===== src/rtl/serial_add_sub_pkg.sv =====
// Shared types and constants for the bit-serial adder/subtractor.
package serial_add_sub_pkg;

  localparam int unsigned DEFAULT_WIDTH = 64;

  typedef enum logic [1:0] {
    IDLE = 2'd0,
    RUN  = 2'd1,
    DONE = 2'd2
  } state_e;

endpackage


===== src/rtl/serial_add_sub_if.sv =====
// Request/response bundle between a requester and serial_add_sub.
import serial_add_sub_pkg::*;

interface serial_add_sub_if #(
  parameter int unsigned WIDTH = DEFAULT_WIDTH
);
  logic             start;
  logic             sub;
  logic [WIDTH-1:0] a;
  logic [WIDTH-1:0] b;
  logic             busy;
  logic             done;
  logic [WIDTH-1:0] result;
  logic             n;
  logic             z;
  logic             c;
  logic             v;

  modport master (output start, sub, a, b,
                  input  busy, done, result, n, z, c, v);
  modport slave  (input  start, sub, a, b,
                  output busy, done, result, n, z, c, v);
endinterface


===== src/rtl/serial_add_sub_full_adder.sv =====
// One-bit full adder cell used by the serial datapath.
module fullAdder (
  input  logic a,
  input  logic b,
  input  logic cin,
  output logic s,
  output logic cout
);
  assign s    = a ^ b ^ cin;
  assign cout = (a & b) | (cin & (a ^ b));
endmodule


===== src/rtl/serial_add_sub.sv =====
// Bit-serial add/subtract, LSB first, one bit per RUN cycle, ARM-style NZCV flags.
import serial_add_sub_pkg::*;

module serial_add_sub #(
  parameter int unsigned WIDTH = DEFAULT_WIDTH
) (
  input  logic            clk,
  input  logic            reset,
  serial_add_sub_if.slave bus
);
  localparam int unsigned CW = $clog2(WIDTH + 1);
  localparam logic [1:0]    S_IDLE = 2'(IDLE);
  localparam logic [1:0]    S_RUN  = 2'(RUN);
  localparam logic [1:0]    S_DONE = 2'(DONE);
  localparam logic [CW-1:0] LAST   = CW'(WIDTH - 1);
  localparam logic [CW-1:0] FULL   = CW'(WIDTH);

  logic [1:0]       state_q, state_d;
  logic [WIDTH-1:0] a_q, a_d, b_q, b_d, result_q, result_d;
  logic [CW-1:0]    cnt_q, cnt_d;
  logic             sub_q, sub_d, carry_q, carry_d, cmsb_q, cmsb_d;
  logic             busy_q, busy_d, done_q, done_d;
  logic             n_q, n_d, z_q, z_d, c_q, c_d, v_q, v_d;
  logic             sum, cout;

  fullAdder u_full_adder (
    .a    (a_q[0]),
    .b    (b_q[0] ^ sub_q),
    .cin  (carry_q),
    .s    (sum),
    .cout (cout)
  );

  always_ff @(posedge clk) begin
    if (reset) begin
      state_q  <= S_IDLE;
      a_q      <= '0;
      b_q      <= '0;
      result_q <= '0;
      cnt_q    <= '0;
      sub_q    <= 1'b0;
      carry_q  <= 1'b0;
      cmsb_q   <= 1'b0;
      busy_q   <= 1'b0;
      done_q   <= 1'b0;
      n_q      <= 1'b0;
      z_q      <= 1'b0;
      c_q      <= 1'b0;
      v_q      <= 1'b0;
    end else begin
      state_q  <= state_d;
      a_q      <= a_d;
      b_q      <= b_d;
      result_q <= result_d;
      cnt_q    <= cnt_d;
      sub_q    <= sub_d;
      carry_q  <= carry_d;
      cmsb_q   <= cmsb_d;
      busy_q   <= busy_d;
      done_q   <= done_d;
      n_q      <= n_d;
      z_q      <= z_d;
      c_q      <= c_d;
      v_q      <= v_d;
    end
  end

  // WIDTH shift cycles, then one extra RUN cycle that latches the flags and raises done.
  always_comb begin
    state_d  = state_q;
    a_d      = a_q;
    b_d      = b_q;
    result_d = result_q;
    cnt_d    = cnt_q;
    sub_d    = sub_q;
    carry_d  = carry_q;
    cmsb_d   = cmsb_q;
    busy_d   = busy_q;
    done_d   = 1'b0;
    n_d      = n_q;
    z_d      = z_q;
    c_d      = c_q;
    v_d      = v_q;
    case (state_q)
      S_IDLE: begin
        if (bus.start) begin
          state_d = S_RUN;
          a_d     = bus.a;
          b_d     = bus.b;
          sub_d   = bus.sub;
          carry_d = bus.sub;
          cnt_d   = '0;
          busy_d  = 1'b1;
        end
      end
      S_RUN: begin
        if (cnt_q == FULL) begin
          state_d = S_DONE;
          done_d  = 1'b1;
          n_d     = result_q[WIDTH-1];
          z_d     = (result_q == '0);
          c_d     = carry_q;
          v_d     = cmsb_q ^ carry_q;
        end else begin
          a_d      = a_q >> 1;
          b_d      = b_q >> 1;
          carry_d  = cout;
          result_d = {sum, result_q[WIDTH-1:1]};
          cnt_d    = cnt_q + CW'(1);
          if (cnt_q == LAST) begin
            cmsb_d = carry_q;
            busy_d = 1'b0;
          end
        end
      end
      S_DONE:  state_d = S_IDLE;
      default: state_d = S_IDLE;
    endcase
  end

  assign bus.busy   = busy_q;
  assign bus.done   = done_q;
  assign bus.result = result_q;
  assign bus.n      = n_q;
  assign bus.z      = z_q;
  assign bus.c      = c_q;
  assign bus.v      = v_q;

endmodule


===== src/flat_wrapper.sv =====
// flat-port wrapper written by rule: the top's interface ports become plain ports
module serial_add_sub_flat 
#(
  parameter int unsigned WIDTH = DEFAULT_WIDTH
)
  (clk, reset, bus_start, bus_sub, bus_a, bus_b, bus_busy, bus_done, bus_result, bus_n, bus_z, bus_c, bus_v);
  serial_add_sub_if #(.WIDTH(WIDTH)) bus_i ();
  input  logic clk;
  input  logic reset;
  input wire logic [$bits(bus_i.start)-1:0] bus_start;
  input wire logic [$bits(bus_i.sub)-1:0] bus_sub;
  input wire logic [$bits(bus_i.a)-1:0] bus_a;
  input wire logic [$bits(bus_i.b)-1:0] bus_b;
  output wire logic [$bits(bus_i.busy)-1:0] bus_busy;
  output wire logic [$bits(bus_i.done)-1:0] bus_done;
  output wire logic [$bits(bus_i.result)-1:0] bus_result;
  output wire logic [$bits(bus_i.n)-1:0] bus_n;
  output wire logic [$bits(bus_i.z)-1:0] bus_z;
  output wire logic [$bits(bus_i.c)-1:0] bus_c;
  output wire logic [$bits(bus_i.v)-1:0] bus_v;
  assign bus_i.start = bus_start;
  assign bus_i.sub = bus_sub;
  assign bus_i.a = bus_a;
  assign bus_i.b = bus_b;
  assign bus_busy = bus_i.busy;
  assign bus_done = bus_i.done;
  assign bus_result = bus_i.result;
  assign bus_n = bus_i.n;
  assign bus_z = bus_i.z;
  assign bus_c = bus_i.c;
  assign bus_v = bus_i.v;
  serial_add_sub #(.WIDTH(WIDTH)) u_core (.clk(clk), .reset(reset), .bus(bus_i));
endmodule

===== config.mk =====
export PLATFORM = sky130hd
export DESIGN_NAME = serial_add_sub_flat
export DESIGN_NICKNAME = d
export VERILOG_FILES = /design/src/rtl/serial_add_sub_pkg.sv /design/src/rtl/serial_add_sub_if.sv /design/src/rtl/serial_add_sub_full_adder.sv /design/src/rtl/serial_add_sub.sv /design/src/flat_wrapper.sv
export SDC_FILE = /design/constraint.sdc
export NUM_CORES = 1
export LEC_CHECK = 0
export ABC_AREA = 1
export CAP_MARGIN = 40
export CORE_MARGIN = 4
export CORE_UTILIZATION = 45
export DETAILED_ROUTE_END_ITERATION = 10
export PLACE_DENSITY = 0.76
export SETUP_SLACK_MARGIN = 0.4
export SYNTH_ARGS = -nofsm -noshare
export SYNTH_HDL_FRONTEND = slang
export SYNTH_HIERARCHICAL = 1
export SYNTH_SLANG_ARGS = --single-unit

===== constraint.sdc =====
create_clock -name clk -period 1.42 [get_ports clk]
set_input_delay 0.213 -clock clk [delete_from_list [all_inputs] [get_ports clk]]
set_output_delay 0.213 -clock clk [all_outputs]
set_load 0.01 [all_outputs]

==> After elaboration in Yosys (flattened, before gate mapping) <==
Index checks and enable logic that the tools add are counted.
{ "totals": {"inputBits": 132, "regBits": 210, "out_inout_bits": 70} }
{ "op_classes": {"n_addsub": 1, "n_bitwise": 9, "n_eq_ne": 7, "muxes": 20, "n_reduce_logical": 11} }
{ "op_table": {"columns": ["op", "count"], "rows": [
  ["$mux 64", 4],
  ["$pmux 64 s2", 2],
  ["$logic_not 64->1", 1],
  ["$mux 7", 2],
  ["$pmux 7 s2", 1],
  ["$reduce_and 2->1", 4],
  ["$add 7x1->7 const B", 1],
  ["$eq 7x6->1 const B", 1],
  ["$eq 7x7->1 const B", 1],
  ["$mux 1", 6],
  ["$reduce_and 3->1", 2],
  ["$mux 2", 2],
  ["$ne 2x1->1 const B", 2],
  ["$ne 2x2->1 const B", 2],
  ["$pmux 1 s2", 2],
  ["$pmux 2 s2", 1],
  ["$reduce_and 4->1", 1],
  ["$xor 1x1->1", 4],
  ["$and 1x1->1", 2],
  ["$eq 2x1->1 const B", 1],
  ["$logic_not 2->1", 1],
  ["$not 1->1", 2],
  ["$reduce_bool 2->1", 1],
  ["$reduce_or 2->1", 1],
  ["$or 1x1->1", 1]
]} }

==> Depth between registers and ports, before layout <==
{ "logic_depth": {"word_depth": 6, "depth_mapped": 11, "ltp_nobuf": 9} }

==> By module <==
The synthesis kept the hierarchy.
{ "modules_own_cells": {"columns": ["mod", "n_inst", "cells_each", "area_each_um2", "seq_area_each_um2"], "rows": [
  ["serial_add_sub", 1, 1267, 8819.7, 4204.0],
  ["fullAdder", 1, 1, 20.0, 0.0]
]} }

==> Worst setup path after synthesis <==
Ideal clock, no wire load.
{ "synth_path": {"kind": "reg2reg", "start": "register u_core.cnt_q[0]", "end": "register u_core.a_q[0]", "t_required_ps": 1308, "path_slack_ps": -139, "period_less_slack_ps": 1559, "path_buffers": 2, "arrival_ps": 1447, "stages_incl_launch_ff": 12, "cell_sequence": "dfxtp_1 -> inv_1 -> ha_1 -> nand4_2 -> nand2_2 -> nand2_2 -> nand2_4 -> inv_2 -> buf_4 -> buf_4 -> nand2_1 -> nand2_1"} }
{ "synth_between": {"elab_chain_cells": 3} }
{ "synth_rtl": {"columns": ["item", "line", "source"], "rows": [
  ["from (decl)", "serial_add_sub.sv:20", "logic [CW-1:0] cnt_q, cnt_d;"],
  ["from (signal assigned)", "serial_add_sub.sv:55", "cnt_q <= cnt_d;"],
  ["$eq 7x7->1", "serial_add_sub.sv:97", "if (cnt_q == FULL) begin"],
  ["$ne 2x2->1 (no source line)", null, null],
  ["$reduce_and 3->1 (no source line)", null, null],
  ["to (signal assigned)", "serial_add_sub.sv:37", "a_q <= '0;"],
  ["to (signal assigned)", "serial_add_sub.sv:52", "a_q <= a_d;"],
  ["to (decl)", "serial_add_sub.sv:19", "logic [WIDTH-1:0] a_q, a_d, b_q, b_d, result_q, result_d;"]
]} }
Every way passes these cells.
A chain may end at the register's enable or synchronous reset.

==> Final worst setup path <==
{ "layout_path": {"start": "register u_core.cnt_q[6]", "end": "register u_core.result_q[37] (netlist: u_core/bus.result[37])"} }
{ "layout_between": {"elab_chain_cells": 3} }
{ "layout_rtl": {"columns": ["item", "line", "source"], "rows": [
  ["$eq 7x7->1", "serial_add_sub.sv:97", null],
  ["$not 1->1 (no source line)", null, null],
  ["$reduce_and 2->1 (no source line)", null, null],
  ["to (signal assigned)", "serial_add_sub.sv:54", "result_q <= result_d;"],
  ["to (decl)", "serial_add_sub.sv:19", null]
]} }
Every way passes these cells.

==> key figures <==
Outcome
  – Status: complete, but fails checks
  – Failing checks: setup timing

Yosys
  – Post-synth top area cell: dfxtp_1
  – YS warnings: 6
  – Most used DFF post-synth: dfxtp_1
  – Async set-or-reset flop fraction in the synthesized netlist: 0%
  – Post-Syn Instances: approximately 1.3k
  – Mapped Nets: 1,403
  – Post-synth EDFFs: 0
  – Flops & latches, synth: 210
  – Synth top area share: a little under half
  – Distinct cells, synth: 26
  – Top cells by area, synth: dfxtp_1 (48%), nand2_1 (28%), mux2i_1 (4.5%)
  – Mean post-synth cell area: about 7.0 um^2
  – Area of the mapped netlist: slightly below 9000 um^2
  – Post-synthesis sequential area ratio: a little under half

Clocking
  – CTS hold repair buffers: 0
  – CTS H-tree depth: 1
  – CTS root buf: clkbuf_16
  – CTS tree: built
  – CTS Buf Count: 23
  – TritonCTS Sinks: 210
  – Clock Path Buffers: 3
  – Clock-pin slew on the worst setup and hold paths: ~60 ps
  – Clock latency on the worst-skew pair: approximately 500 ps

Die
  – Core region area: 19,000 um^2
  – Die area: approximately 22,000 um^2
  – I/O Pins: ~200
  – Initial Util: a little under half
  – Num rows: 50
  – Die width: about 150 um
  – Chip height: approximately 150 um

Detailed routing
  – Vias: 9,292
  – Final WL: ~28,000 um
  – Vias/cell: 5.09
  – Final antenna-violating net count: 0
  – DR WL/cell: roughly 15 um
  – Drt pass-1 iters: 5
  – DR DRC count: 0
  – Iter 0 DRT Violations: approximately 660

Global route
  – Number of antenna violations at the first check in global routing: 0
  – First-pass GRT wire length: 40,000 um
  – Global route total overflow: 0
  – Largest net degree at the start of global routing: between 50 and 60
  – Vias in the first global route: 8,475
  – GRT Resource Usage Total: 21.4%

STA
  – Tmin final: between 1500 and 2000 ps
  – Setup violations, final: ~160
  – Final worst setup slack: -115 ps
  – Final Cycle Share: 108%
  – Fin. max-slew vios: 0
  – Clock Skews: between 10 and 15 ps
  – Unrepaired setup endpoints after global routing: true
  – Relative slew slack: 77.9%
  – Achievable frequency: between 0.6 and 0.7 GHz
  – Hold WS: 196 ps
  – Hold Vio Cnt, Final: 0
  – Measured slew at the worst slew-check pin: about 330 ps

Finish
  – Layout area overhead: 54.1%
  – Most frequent cells in the layout: nand2_1 (615), dfxtp_1 (137), clkdlybuf4s50_1 (130), buf_4 (87), buf_6 (79)
  – Share of layout cells above drive strength 1: between 20% and 30%
  – Commonest non-fill, non-tap cell in the layout: nand2_1
  – ANT cells: 0
  – Fin nets: 1,684

Worst setup path
  – Delay-heaviest family, CP: buffers and inverters
  – Setup CP Type: flop to flop
  – Worst Setup Start Kind: flop
  – CP Capture Type: flop
  – Max FO, Critical Path: 8
  – R2r setup slk: -110 ps
  – CP Data Required Time: approximately 1800 ps
  – Worst path slowest cell: dfxtp_2
  – Reg2Reg Depth: 9
  – Crit path cell chain: inv_2 -> nor2_4 -> nand4_4 -> nand2_4 -> buf_4 -> buf_12 -> clkbuf_16 -> nand2_1 -> a21oi_1
  – Crit path arrival time: roughly 1900 ps
  – Worst R2R End: u_core/bus.result[37]
  – Reg2Reg Launch Point: u_core/cnt_q[6]
  – WP buf/inv: 4
  – CP max stage delay: ~340 ps

Power and ir drop
  – Power per cell area: between 1000 and 1500 nW/um^2
  – Maximum vdd drop: between 0.8 and 0.9 mV
  – Total power: approximately 15,000 uW
  – Leak pwr: about 0.0065 uW

Worst hold path
  – Hold crit path type: primary input to flop
  – Hold Path Origin: reset
  – Worst hold endpoint: u_core/bus.result[5]
  – Worst hold stages: 3

Run
  – Max cap viols: 0

Place
  – Port Buffers: ~200
  – Pre-CTS WS: -124 ps
  – DP HPWL: around 15,000 um
  – GPL Wtd Cong: between 0.8 and 0.9
-- metrics by stage --
step / setup TNS [ps] / instance area, um^2 / cells / utilization (%)
after CTS: -4200 / 12900 / 1801 / 68.0
after detailed placement: -8040 / 11400 / 1693 / 59.8
after global placement: -5730 / 11400 / 1693 / 59.8
final: -6950 / 13600 / 1825 / 71.6
after global routing: -23260 / 13600 / 1825 / 71.6
after floorplan: 0 / 8950 / 1268 / -
-- worst reg2reg max path, cell delays in order (launching register included) --
cell       delay [ps]
dfxtp_2           340
inv_2              50
nor2_4            100
nand4_4           140
nand2_4            90
buf_4             140
buf_12            160
clkbuf_16         170
nand2_1            80
a21oi_1           170
-- power breakdown --
part	leakage (uW)	switching, uW	internal, uW
logic	0.00436	1180	1200
registers	0.00175	230	6270
clock network	0.000361	2370	3420
-- final cells by class --
class | instances | area, um^2
repair buffers | 335 | 3700
fillers | 1440 | 5400
well taps | 260 | 325
multi-input cells | 957 | 4470
clock inverters | 10 | 82.6
flip-flops and latches | 210 | 4300
clock buffers | 31 | 656
inverters | 22 | 87.6
-- flip-flops by register name, summed over array words and instances, names as in the netlist --
register,cells
u_core/bus.c,1
u_core/a_q,64
u_core/bus.result,64
u_core/bus.v,1
u_core/carry_q,1
u_core/b_q,64
u_core/bus.z,1
u_core/cmsb_q,1
u_core/cnt_q,7
u_core/state_q,2
u_core/sub_q,1
u_core/bus.n,1
u_core/bus.done,1
u_core/bus.busy,1
-- synth_stat cells (2+ instances only) --
library cell and n:
nand2_1 648, dfxtp_1 210, a21oi_1 74, nand3_1 71
nor2_1 55, o21ai_0 55, clkbuf_1 43, mux2i_1 40
buf_2 21, inv_1 20, buf_4 12, buf_1 2
ha_1 2, inv_2 2, nand2_2 2
-- worst max path at each step --
stage	from	to	slack, ps	depth (start not counted)
global placement	u_core/cnt_q[6]	u_core/bus.v	-80	8
detailed placement	bus_start	u_core/a_q[21]	-120	7
global route	u_core/cnt_q[6]	u_core/a_q[46]	-180	10
CTS	u_core/cnt_q[6]	u_core/a_q[36]	-70	10
finish	u_core/cnt_q[6]	u_core/bus.result[37]	-110	9
floorplan	u_core/cnt_q[1]	u_core/a_q[0]	50	11
-- repair_timing --
action,in CTS,in global routing
buffers inserted,63,8
cloned,4,16
hold endpoints to repair,0,0
pin swaps,4,12
setup endpoints to repair,280,280
resized for setup,462,92
-- kinds of logic (layout without fill, tap and decap cells) --
| logic type | count (synthesis) | after routing | share of synthesized area (%) |
|---|---|---|---|
| adders and majority gates | 3 | 3 | 0.510 |
| muxes | 40 | 40 | 4.53 |
| AOI/OAI and AO/OA | 130 | 130 | 7.39 |
| xor gates and xnor gates | 2 | 2 | 0.198 |
| and+or+nand+nor | 782 | 782 | 34.6 |
| buffers and inverters | 101 | 398 | 5.18 |
| DFF | 210 | 210 | 47.6 |
-- routing by layer --
metal / wire length, um / track usage [%] / part of all wire [%] / vias up
met3: 2330 / 4.66 / 8.3 / 64
met4: 739 / 5.50 / 2.6 / 0
met2: 14100 / 37.4 / 50 / 381
met5: 0 / 0 / 0 / -
li1: - / - / - / 4571
met1: 10900 / 26.8 / 39 / 4276
Power figures use the tool's default switching activity.
